### src/rtl/vision_frame_classifier.sv
// vision_frame_classifier
//   Producer end of the vision-data interface, clocked in the camera pixel
//   domain. It consumes the thresholded mask stream (one bit per active
//   pixel) and accumulates per-frame statistics: pixel count, coordinate
//   sums and a 3x3 grid of cell counts. Once per frame it classifies them
//   into a lane, a jump flag and a 3x3 occupancy map. It then raises
//   vision_data_valid for VALID_HOLD pixel clocks, which is long enough for
//   the 2-flop synchronizers in the system clock domain to catch it.
//
//   Optional build macro: VISION_LANE_HYST_EN. When it is defined, lane
//   hysteresis is enabled: a new lane is adopted only after two
//   consecutive published frames agree on it.
//
// Ports
//   pixel_clock_in     in   camera pixel clock
//   system_reset       in   asynchronous, active-high reset
//   hcount[10:0]       in   pixel column
//   vcount[9:0]        in   pixel row
//   pixel_valid        in   hcount/vcount/mask_bit valid this cycle
//   mask_bit           in   pixel matches player colour
//   lane[1:0]          out  00 left, 01 middle, 10 right
//   jump               out  player centroid above JUMP_ROW
//   quadrants[8:0]     out  bit (row*3+col) set when the cell is occupied
//   vision_data_valid  out  publish strobe, high VALID_HOLD cycles

module vision_frame_classifier #(
  parameter int H_ACTIVE         = 320,
  parameter int V_ACTIVE         = 240,
  parameter int MIN_CELL_PIXELS  = 64,
  parameter int MIN_TOTAL_PIXELS = 256,
  parameter int JUMP_ROW         = 80,
  parameter int VALID_HOLD       = 8
) (
  input  logic        pixel_clock_in,
  input  logic        system_reset,
  input  logic [10:0] hcount,
  input  logic [9:0]  vcount,
  input  logic        pixel_valid,
  input  logic        mask_bit,
  output logic [1:0]  lane,
  output logic        jump,
  output logic [8:0]  quadrants,
  output logic        vision_data_valid
);

  localparam logic [10:0] H_MAX     = 11'(H_ACTIVE);
  localparam logic [10:0] H_LAST    = 11'(H_ACTIVE - 1);
  localparam logic [10:0] H_T1      = 11'(H_ACTIVE / 3);
  localparam logic [10:0] H_T2      = 11'(2 * H_ACTIVE / 3);
  localparam logic [9:0]  V_MAX     = 10'(V_ACTIVE);
  localparam logic [9:0]  V_LAST    = 10'(V_ACTIVE - 1);
  localparam logic [9:0]  V_T1      = 10'(V_ACTIVE / 3);
  localparam logic [9:0]  V_T2      = 10'(2 * V_ACTIVE / 3);
  localparam logic [25:0] CX_T1     = 26'(H_ACTIVE / 3);
  localparam logic [25:0] CX_T2     = 26'(2 * H_ACTIVE / 3);
  localparam logic [25:0] CY_JUMP   = 26'(JUMP_ROW);
  localparam logic [16:0] CELL_MIN  = 17'(MIN_CELL_PIXELS);
  localparam logic [16:0] TOTAL_MIN = 17'(MIN_TOTAL_PIXELS);
  localparam logic [7:0]  DIV_LAST  = 8'd25;
  localparam logic [7:0]  HOLD_LAST = 8'(VALID_HOLD - 1);

  typedef enum logic [1:0] {IDLE, DIVIDE, DECIDE, HOLD} state_t;

  state_t      state_q, state_d;
  logic [16:0] total_q, total_d;
  logic [25:0] sum_x_q, sum_x_d, sum_y_q, sum_y_d;
  logic [16:0] cell_q [9];
  logic [16:0] cell_d [9];
  logic [16:0] snap_total_q, snap_total_d;
  logic [25:0] snap_sum_x_q, snap_sum_x_d, snap_sum_y_q, snap_sum_y_d;
  logic [16:0] snap_cell_q [9];
  logic [16:0] snap_cell_d [9];
  logic        frame_end_q, frame_end_d;
  logic        snap_pend_q, snap_pend_d;
  logic        no_player_q, no_player_d;
  logic [8:0]  occ_q, occ_d;
  logic [25:0] num_x_q, num_x_d, num_y_q, num_y_d;
  logic [16:0] rem_x_q, rem_x_d, rem_y_q, rem_y_d;
  logic [16:0] den_q, den_d;
  logic [7:0]  cnt_q, cnt_d;
  logic [1:0]  lane_q, lane_d;
  logic        jump_q, jump_d;
  logic [8:0]  quad_q, quad_d;
  logic        valid_q, valid_d;
`ifdef VISION_LANE_HYST_EN
  logic [1:0]  cand_q, cand_d;
  logic        cand_valid_q, cand_valid_d;
`endif

  logic        accept;
  logic [1:0]  row, col;
  logic [3:0]  cell_idx;
  logic [1:0]  lane_new;
  logic [42:0] step_x, step_y;

  // One restoring-division step: shift the next dividend bit into the
  // remainder, subtract when possible, and shift the quotient bit in from
  // the right. The remainder stays below the divisor, so 17 bits are enough.
  function automatic logic [42:0] div_step(input logic [16:0] rem,
                                           input logic [25:0] num,
                                           input logic [16:0] den);
    logic [17:0] rem_sh;
    logic [16:0] rem_new;
    logic        qbit;
    rem_sh = {rem, num[25]};
    qbit   = (rem_sh >= {1'b0, den});
    rem_new = qbit ? 17'(rem_sh - {1'b0, den}) : rem_sh[16:0];
    return {rem_new, num[24:0], qbit};
  endfunction

  // Decode the grid cell of the current pixel and decide whether the pixel
  // counts. Blanking coordinates are rejected even when pixel_valid is high.
  always_comb begin
    accept   = pixel_valid && (hcount < H_MAX) && (vcount < V_MAX);
    col      = (hcount < H_T1) ? 2'd0 : (hcount < H_T2) ? 2'd1 : 2'd2;
    row      = (vcount < V_T1) ? 2'd0 : (vcount < V_T2) ? 2'd1 : 2'd2;
    cell_idx = 4'(row) * 4'd3 + 4'(col);
    lane_new = (num_x_q < CX_T1) ? 2'b00 : (num_x_q < CX_T2) ? 2'b01 : 2'b10;
    step_x   = div_step(rem_x_q, num_x_q, den_q);
    step_y   = div_step(rem_y_q, num_y_q, den_q);
  end

  // Accumulators and the snapshot. On the cycle after the frame-end pixel the
  // live sums move into the snapshot and restart from zero. A pixel arriving
  // in that same cycle already belongs to the new frame. The snapshot is
  // always overwritten; the FSM decides whether anyone looks at it.
  always_comb begin
    frame_end_d  = accept && (hcount == H_LAST) && (vcount == V_LAST);
    snap_pend_d  = frame_end_q;
    snap_total_d = frame_end_q ? total_q : snap_total_q;
    snap_sum_x_d = frame_end_q ? sum_x_q : snap_sum_x_q;
    snap_sum_y_d = frame_end_q ? sum_y_q : snap_sum_y_q;
    total_d      = frame_end_q ? 17'd0 : total_q;
    sum_x_d      = frame_end_q ? 26'd0 : sum_x_q;
    sum_y_d      = frame_end_q ? 26'd0 : sum_y_q;
    for (int i = 0; i < 9; i++) begin
      snap_cell_d[i] = frame_end_q ? cell_q[i] : snap_cell_q[i];
      cell_d[i]      = frame_end_q ? 17'd0 : cell_q[i];
    end
    if (accept && mask_bit) begin
      total_d = total_d + 17'd1;
      sum_x_d = sum_x_d + 26'(hcount);
      sum_y_d = sum_y_d + 26'(vcount);
      for (int i = 0; i < 9; i++) begin
        if (cell_idx == 4'(i)) begin
          cell_d[i] = cell_d[i] + 17'd1;
        end
      end
    end
  end

  // Classification FSM. IDLE latches what it needs from the snapshot
  // (occupancy, no_player flag, divider operands). This keeps an overrun
  // snapshot landing during DIVIDE from corrupting the frame in flight.
  always_comb begin
    state_d     = state_q;
    no_player_d = no_player_q;
    occ_d       = occ_q;
    num_x_d     = num_x_q;
    num_y_d     = num_y_q;
    rem_x_d     = rem_x_q;
    rem_y_d     = rem_y_q;
    den_d       = den_q;
    cnt_d       = cnt_q;
    lane_d      = lane_q;
    jump_d      = jump_q;
    quad_d      = quad_q;
    valid_d     = (state_q == HOLD);
`ifdef VISION_LANE_HYST_EN
    cand_d       = cand_q;
    cand_valid_d = cand_valid_q;
`endif
    unique case (state_q)
      IDLE: begin
        if (snap_pend_q) begin
          no_player_d = (snap_total_q < TOTAL_MIN);
          for (int i = 0; i < 9; i++) begin
            occ_d[i] = (snap_cell_q[i] >= CELL_MIN);
          end
          num_x_d = snap_sum_x_q;
          num_y_d = snap_sum_y_q;
          rem_x_d = 17'd0;
          rem_y_d = 17'd0;
          den_d   = snap_total_q;
          cnt_d   = 8'd0;
          state_d = (snap_total_q < TOTAL_MIN) ? DECIDE : DIVIDE;
        end
      end
      DIVIDE: begin
        {rem_x_d, num_x_d} = step_x;
        {rem_y_d, num_y_d} = step_y;
        cnt_d = cnt_q + 8'd1;
        if (cnt_q == DIV_LAST) begin
          state_d = DECIDE;
        end
      end
      DECIDE: begin
        quad_d  = no_player_q ? 9'd0 : occ_q;
        jump_d  = !no_player_q && (num_y_q < CY_JUMP);
`ifdef VISION_LANE_HYST_EN
        if (no_player_q || (lane_new == lane_q)) begin
          cand_valid_d = 1'b0;
        end else if (cand_valid_q && (cand_q == lane_new)) begin
          lane_d       = lane_new;
          cand_valid_d = 1'b0;
        end else begin
          cand_d       = lane_new;
          cand_valid_d = 1'b1;
        end
`else
        if (!no_player_q) begin
          lane_d = lane_new;
        end
`endif
        cnt_d   = 8'd0;
        state_d = HOLD;
      end
      HOLD: begin
        cnt_d = cnt_q + 8'd1;
        if (cnt_q == HOLD_LAST) begin
          state_d = IDLE;
        end
      end
      default: state_d = IDLE;
    endcase
  end

  // State register. Reset throws away the partial frame and any publish in
  // progress, and pulls the valid strobe low at once.
  always_ff @(posedge pixel_clock_in or posedge system_reset) begin
    if (system_reset) begin
      state_q      <= IDLE;
      total_q      <= '0;
      sum_x_q      <= '0;
      sum_y_q      <= '0;
      snap_total_q <= '0;
      snap_sum_x_q <= '0;
      snap_sum_y_q <= '0;
      for (int i = 0; i < 9; i++) begin
        cell_q[i]      <= '0;
        snap_cell_q[i] <= '0;
      end
      frame_end_q  <= 1'b0;
      snap_pend_q  <= 1'b0;
      no_player_q  <= 1'b0;
      occ_q        <= '0;
      num_x_q      <= '0;
      num_y_q      <= '0;
      rem_x_q      <= '0;
      rem_y_q      <= '0;
      den_q        <= '0;
      cnt_q        <= '0;
      lane_q       <= 2'b01;
      jump_q       <= 1'b0;
      quad_q       <= '0;
      valid_q      <= 1'b0;
`ifdef VISION_LANE_HYST_EN
      cand_q       <= 2'b00;
      cand_valid_q <= 1'b0;
`endif
    end else begin
      state_q      <= state_d;
      total_q      <= total_d;
      sum_x_q      <= sum_x_d;
      sum_y_q      <= sum_y_d;
      snap_total_q <= snap_total_d;
      snap_sum_x_q <= snap_sum_x_d;
      snap_sum_y_q <= snap_sum_y_d;
      for (int i = 0; i < 9; i++) begin
        cell_q[i]      <= cell_d[i];
        snap_cell_q[i] <= snap_cell_d[i];
      end
      frame_end_q  <= frame_end_d;
      snap_pend_q  <= snap_pend_d;
      no_player_q  <= no_player_d;
      occ_q        <= occ_d;
      num_x_q      <= num_x_d;
      num_y_q      <= num_y_d;
      rem_x_q      <= rem_x_d;
      rem_y_q      <= rem_y_d;
      den_q        <= den_d;
      cnt_q        <= cnt_d;
      lane_q       <= lane_d;
      jump_q       <= jump_d;
      quad_q       <= quad_d;
      valid_q      <= valid_d;
`ifdef VISION_LANE_HYST_EN
      cand_q       <= cand_d;
      cand_valid_q <= cand_valid_d;
`endif
    end
  end

  assign lane              = lane_q;
  assign jump              = jump_q;
  assign quadrants         = quad_q;
  assign vision_data_valid = valid_q;

endmodule

### config.mk
export PLATFORM = sky130hd
export DESIGN_NAME = vision_frame_classifier
export DESIGN_NICKNAME = d
export VERILOG_FILES = /design/src/rtl/vision_frame_classifier.sv
export SDC_FILE = /design/constraint.sdc
export NUM_CORES = 1
export LEC_CHECK = 0
export ABC_AREA = 1
export CORE_AREA = 2 2 254 256
export DETAILED_ROUTE_END_ITERATION = 6
export DIE_AREA = 0 0 256 258
export HOLD_SLACK_MARGIN = 0.05
export PLACE_DENSITY = 0.65
export SLEW_MARGIN = 20
export SYNTH_ARGS = -nofsm -noshare
export SYNTH_HDL_FRONTEND = slang
export SYNTH_SLANG_ARGS = --single-unit
### constraint.sdc
create_clock -name pixel_clock_in -period 23.3 [get_ports pixel_clock_in]
set_clock_uncertainty 0.1 [all_clocks]
set_input_delay 2.33 -clock pixel_clock_in [delete_from_list [all_inputs] [get_ports pixel_clock_in]]
set_output_delay 2.33 -clock pixel_clock_in [all_outputs]
set_load 0.1 [all_outputs]
==> summary.md <==
| Metric | Value |
|---|---|
| Die width | approximately 260 um |
| Worst skew pair latency | around 630 ps |
| Setup TNS | 0 ps |
| Slowest-stage cell, CP | nor2_1 |
| Peak Freq | ~0.16 GHz |
| Seq cells post-synth | between 500 and 600 |
| First-pass GRT wire length | about 130 mm |
| Die Ht | about 260 um |
| Max Slew Vio Count | 0 |
| Die area | 0.0660 sq mm |
| Worst slew pin tran | around 1000 ps |
| R2R Setup Slk | ~19000 ps |
| Post-CTS Resized | 0 |
| Top cell family by delay on the critical path | simple AND/OR/NAND/NOR gates |
| H-tree depth | 2 |
| Sink Count | between 500 and 600 |
| Worst-case headroom to the max-slew limit | between 30% and 40% |
| Crit-path max FO | 13 |
| WL final | between 70 and 80 mm |
| Reg2reg start | frame_end_q |
| Lkg Pwr | roughly 18 nW |
| Cell taking the most area after synthesis | dfrtp_1 |
| # DRC | 0 |
| Period Utilization, post-route | between 20% and 30% |
| Initial Util | between 40 and 50% |
| Hold Vio Cnt, Final | 0 |
| Nets | approximately 4500 |
| CP Capture Type | register |
| Top cell by count, worst path | inv_1 |
| Final ANT Viol Nets | 0 |
| CTS tree | done |
| Hold path start | cnt_q[6] |
| Register area share after synthesis | ~42% |
| Drt pass-1 iters | 5 |
| Core box area | 0.0636 sq mm |
| Synth top cells by count | nand2_1 (1615), dfrtp_1 (527), inv_1 (511), nor2_1 (442), o21ai_0 (251) |
| IO Port Bufs | 37 |
| Status | finished clean |
| DPL Wire Length | between 50 and 60 mm |
| CTS Hold Buffers Added | 0 |
| Overall via count from detail_route | 26300 |
| Count leader, synth | nand2_1 |
| Netlist Area Pre-Place | approximately 0.031 sq mm |
| GPL Wtd Cong | roughly 0.86 |
| # IOs | 38 |
| Vias in the first global route | around 25000 |
| Vias per Instance | 5.01 |
| Synth top area cells | dfrtp_1 (42%), nand2_1 (19%), inv_1 (6.1%), nor2_1 (5.3%), o21ai_0 (4.0%) |
| Overflow after GRT | 0 |
| HP Class | reg -> reg |
| Required time of the critical path | 23750 ps |
| Setup CP Type | in -> reg |
| R2r worst-path depth | 14 |
| Largest net degree at the start of global routing | 166 |
| Worst Path Buf+Inv | 5 |
| Crit path time final | 6170 ps |
| Hold Path Depth | 1 |
| Met1 track utilization from global routing | between 30% and 40% |
| Final setup viols | 0 |
| Area growth syn-to-layout | 9.25% |
| Peak supply drop | 0.0000551 V |
| GRT Resource Usage Total | ~23% |
| Clock buffer depth | 3 |
| Most Crowded Layer GR | met2 |
| Cell Pwr Density | between 60 and 70 mW/mm^2 |
| Reg clk slew, reported paths | around 60 ps |
| Met2 GRT Util | between 30% and 40% |
| Post-synth EDFFs | 0 |
| Syn_nets | 4491 |
| Area share of the largest cell type after synthesis | a little over two fifths |
| CTS Root Buffer Type | clkbuf_16 |
| Post-synth top flop | dfrtp_1 |
| Setup Buffers After CTS | 0 |
| DRT iter0 DRCs | roughly 1700 |
| Synth warnings | 0 |
| Worst R2R End | sum_y_q[21] |
| Fraction of layout cells with a size suffix above 1 | 5.07% |
| Grt met3 use | 2.59% |
| Avg Cell Area, Syn | slightly above 7 sq um |
| Cells after Synth | 4387 |
| Ys async rst share | between 90% and 100% |
| Initial antenna violation count | 2 |
| Synth unique cells | just over 50 |
| CP startpoint kind | primary input |
| Max-cap check violation count | 0 |
| WHS Endpoint | cnt_q[6] |
| Final core occ | a little over half |
| Power Total | between 2 and 2.5 mW |
| Row count | between 90 and 100 |
| Hold Slack | between 300 and 400 ps |
| CP cell instances | clkdlybuf4s50_1 > nor2_1 > nand3_1 > a31oi_1 > inv_1 > fa_1 > inv_1 > ha_1 > inv_1 > fa_1 > nand2_1 > nor2_1 > inv_1 > nor2_8 > nand2_1 > nor2_1 > xor2_1 |
| Critical Path AT | 6620 ps |
| Worst path max stage delay | a little over 600 ps |
| RSZ-0062 raised after global routing | false |
| Drt wl/cell | around 14 um |
| Layout filler cell count | 6249 |
| CTS Buf Count | between 50 and 60 |
-- metal layers --
metal	vias up	wire length, um
li1	13700	-
met1	12100	35400
met2	419	33800
met3	110	2770
met4	0	1860
met5	-	0
-- logic make-up (layout without fill, tap and decap cells) --
logic type	Yosys count	after routing	synth area share, %
other cells	0	1	0
compound gates	411	411	7.17
flops	528	528	42.3
xor+xnor	138	138	3.87
fa+ha+maj	79	79	3.31
buf+inv	675	688	8.81
simple gates	2556	2556	34.6
-- report_power, final --
part	internal, mW	switching (mW)	leakage (nW)	total, mW
registers	0.936	0.00975	7.07	0.946
clock network	0.571	0.391	0.982	0.962
logic	0.0621	0.132	9.58	0.194
-- state kept, by name, summed over array words and instances (netlist names), 2 cells and up --
register      count
num_x_q          26
rem_y_q          17
snap_cell_q      99
snap_sum_x_q     26
total_q          17
cnt_q             8
cell_q          153
den_q            17
snap_sum_y_q     26
num_y_q          26
occ_q             9
quadrants         9
rem_x_q          17
snap_total_q     17
state_q           2
sum_y_q          26
sum_x_q          26
lane              2
-- layout make-up --
class                   instances  area (sq um)  share of cell area, %
multi-input cells            3184         15300                   44.8
clock inverters                22           264                  0.773
inverters                     518          1960                   5.74
clock buffers                  87          1740                   5.10
repair buffers                 61           588                   1.72
flip-flops and latches        528         13200                   38.7
well taps                     855          1070                   3.13
diodes                          1          2.50                0.00733
-- cell usage in the layout, fill, tap and decap left out, drive strengths merged, types with 6 or more instances in the layout --
master         Yosys  routed
nor3              44      44
o211ai            23      23
a31oi             31      31
ha                73      73
clkinv             4      17
a41oi              8       8
clkdlybuf4s50      0      37
nand3            233     233
dfrtp            527     527
and2               8       8
nand2           1621    1621
nor4              25      25
a21oi             57      57
clkbuf            70      87
buf               87      24
inv              514     514
fa                 6       6
nor2             510     510
nand4             47      47
xnor2             50      50
or2                6       6
nand3b            58      58
o21ai            275     275
a22o               8       8
xor2              88      88
-- worst reg2reg max path, cell delays in order (launching register included) --
cell,delay [ps]
dfrtp_4,630
inv_8,540
buf_12,480
buf_4,720
nand2_1,170
inv_1,110
ha_1,270
a21oi_1,190
o21ai_0,150
nand2_1,80
nand3_1,260
nand3_1,150
nand2_1,60
nand2_1,50
inv_1,40
-- stage by stage --
stage / worst slack [ps] / cells / cell area (sq um)
after floorplan: 6120 / 4387 / 31300
after global placement: 16580 / 5146 / 32200
after detailed placement: 16560 / 5146 / 32200
after CTS: 17200 / 5255 / 34200
after global routing: 16750 / 5256 / 34200
final: 17130 / 5256 / 34200
-- how the worst max path moves through the flow --
stage / start / endpoint / cells past startpoint
6_report: vcount[8] / cell_q[94] / 17
2_1_floorplan: system_reset / cell_q[0] / 1
5_1_grt: vcount[9] / cell_q[94] / 17
3_5_place_dp: vcount[8] / cell_q[94] / 17
3_3_place_gp: vcount[8] / cell_q[94] / 17
4_1_cts: vcount[8] / cell_q[94] / 17
Note: power is estimated with default switching activity, not from simulation.
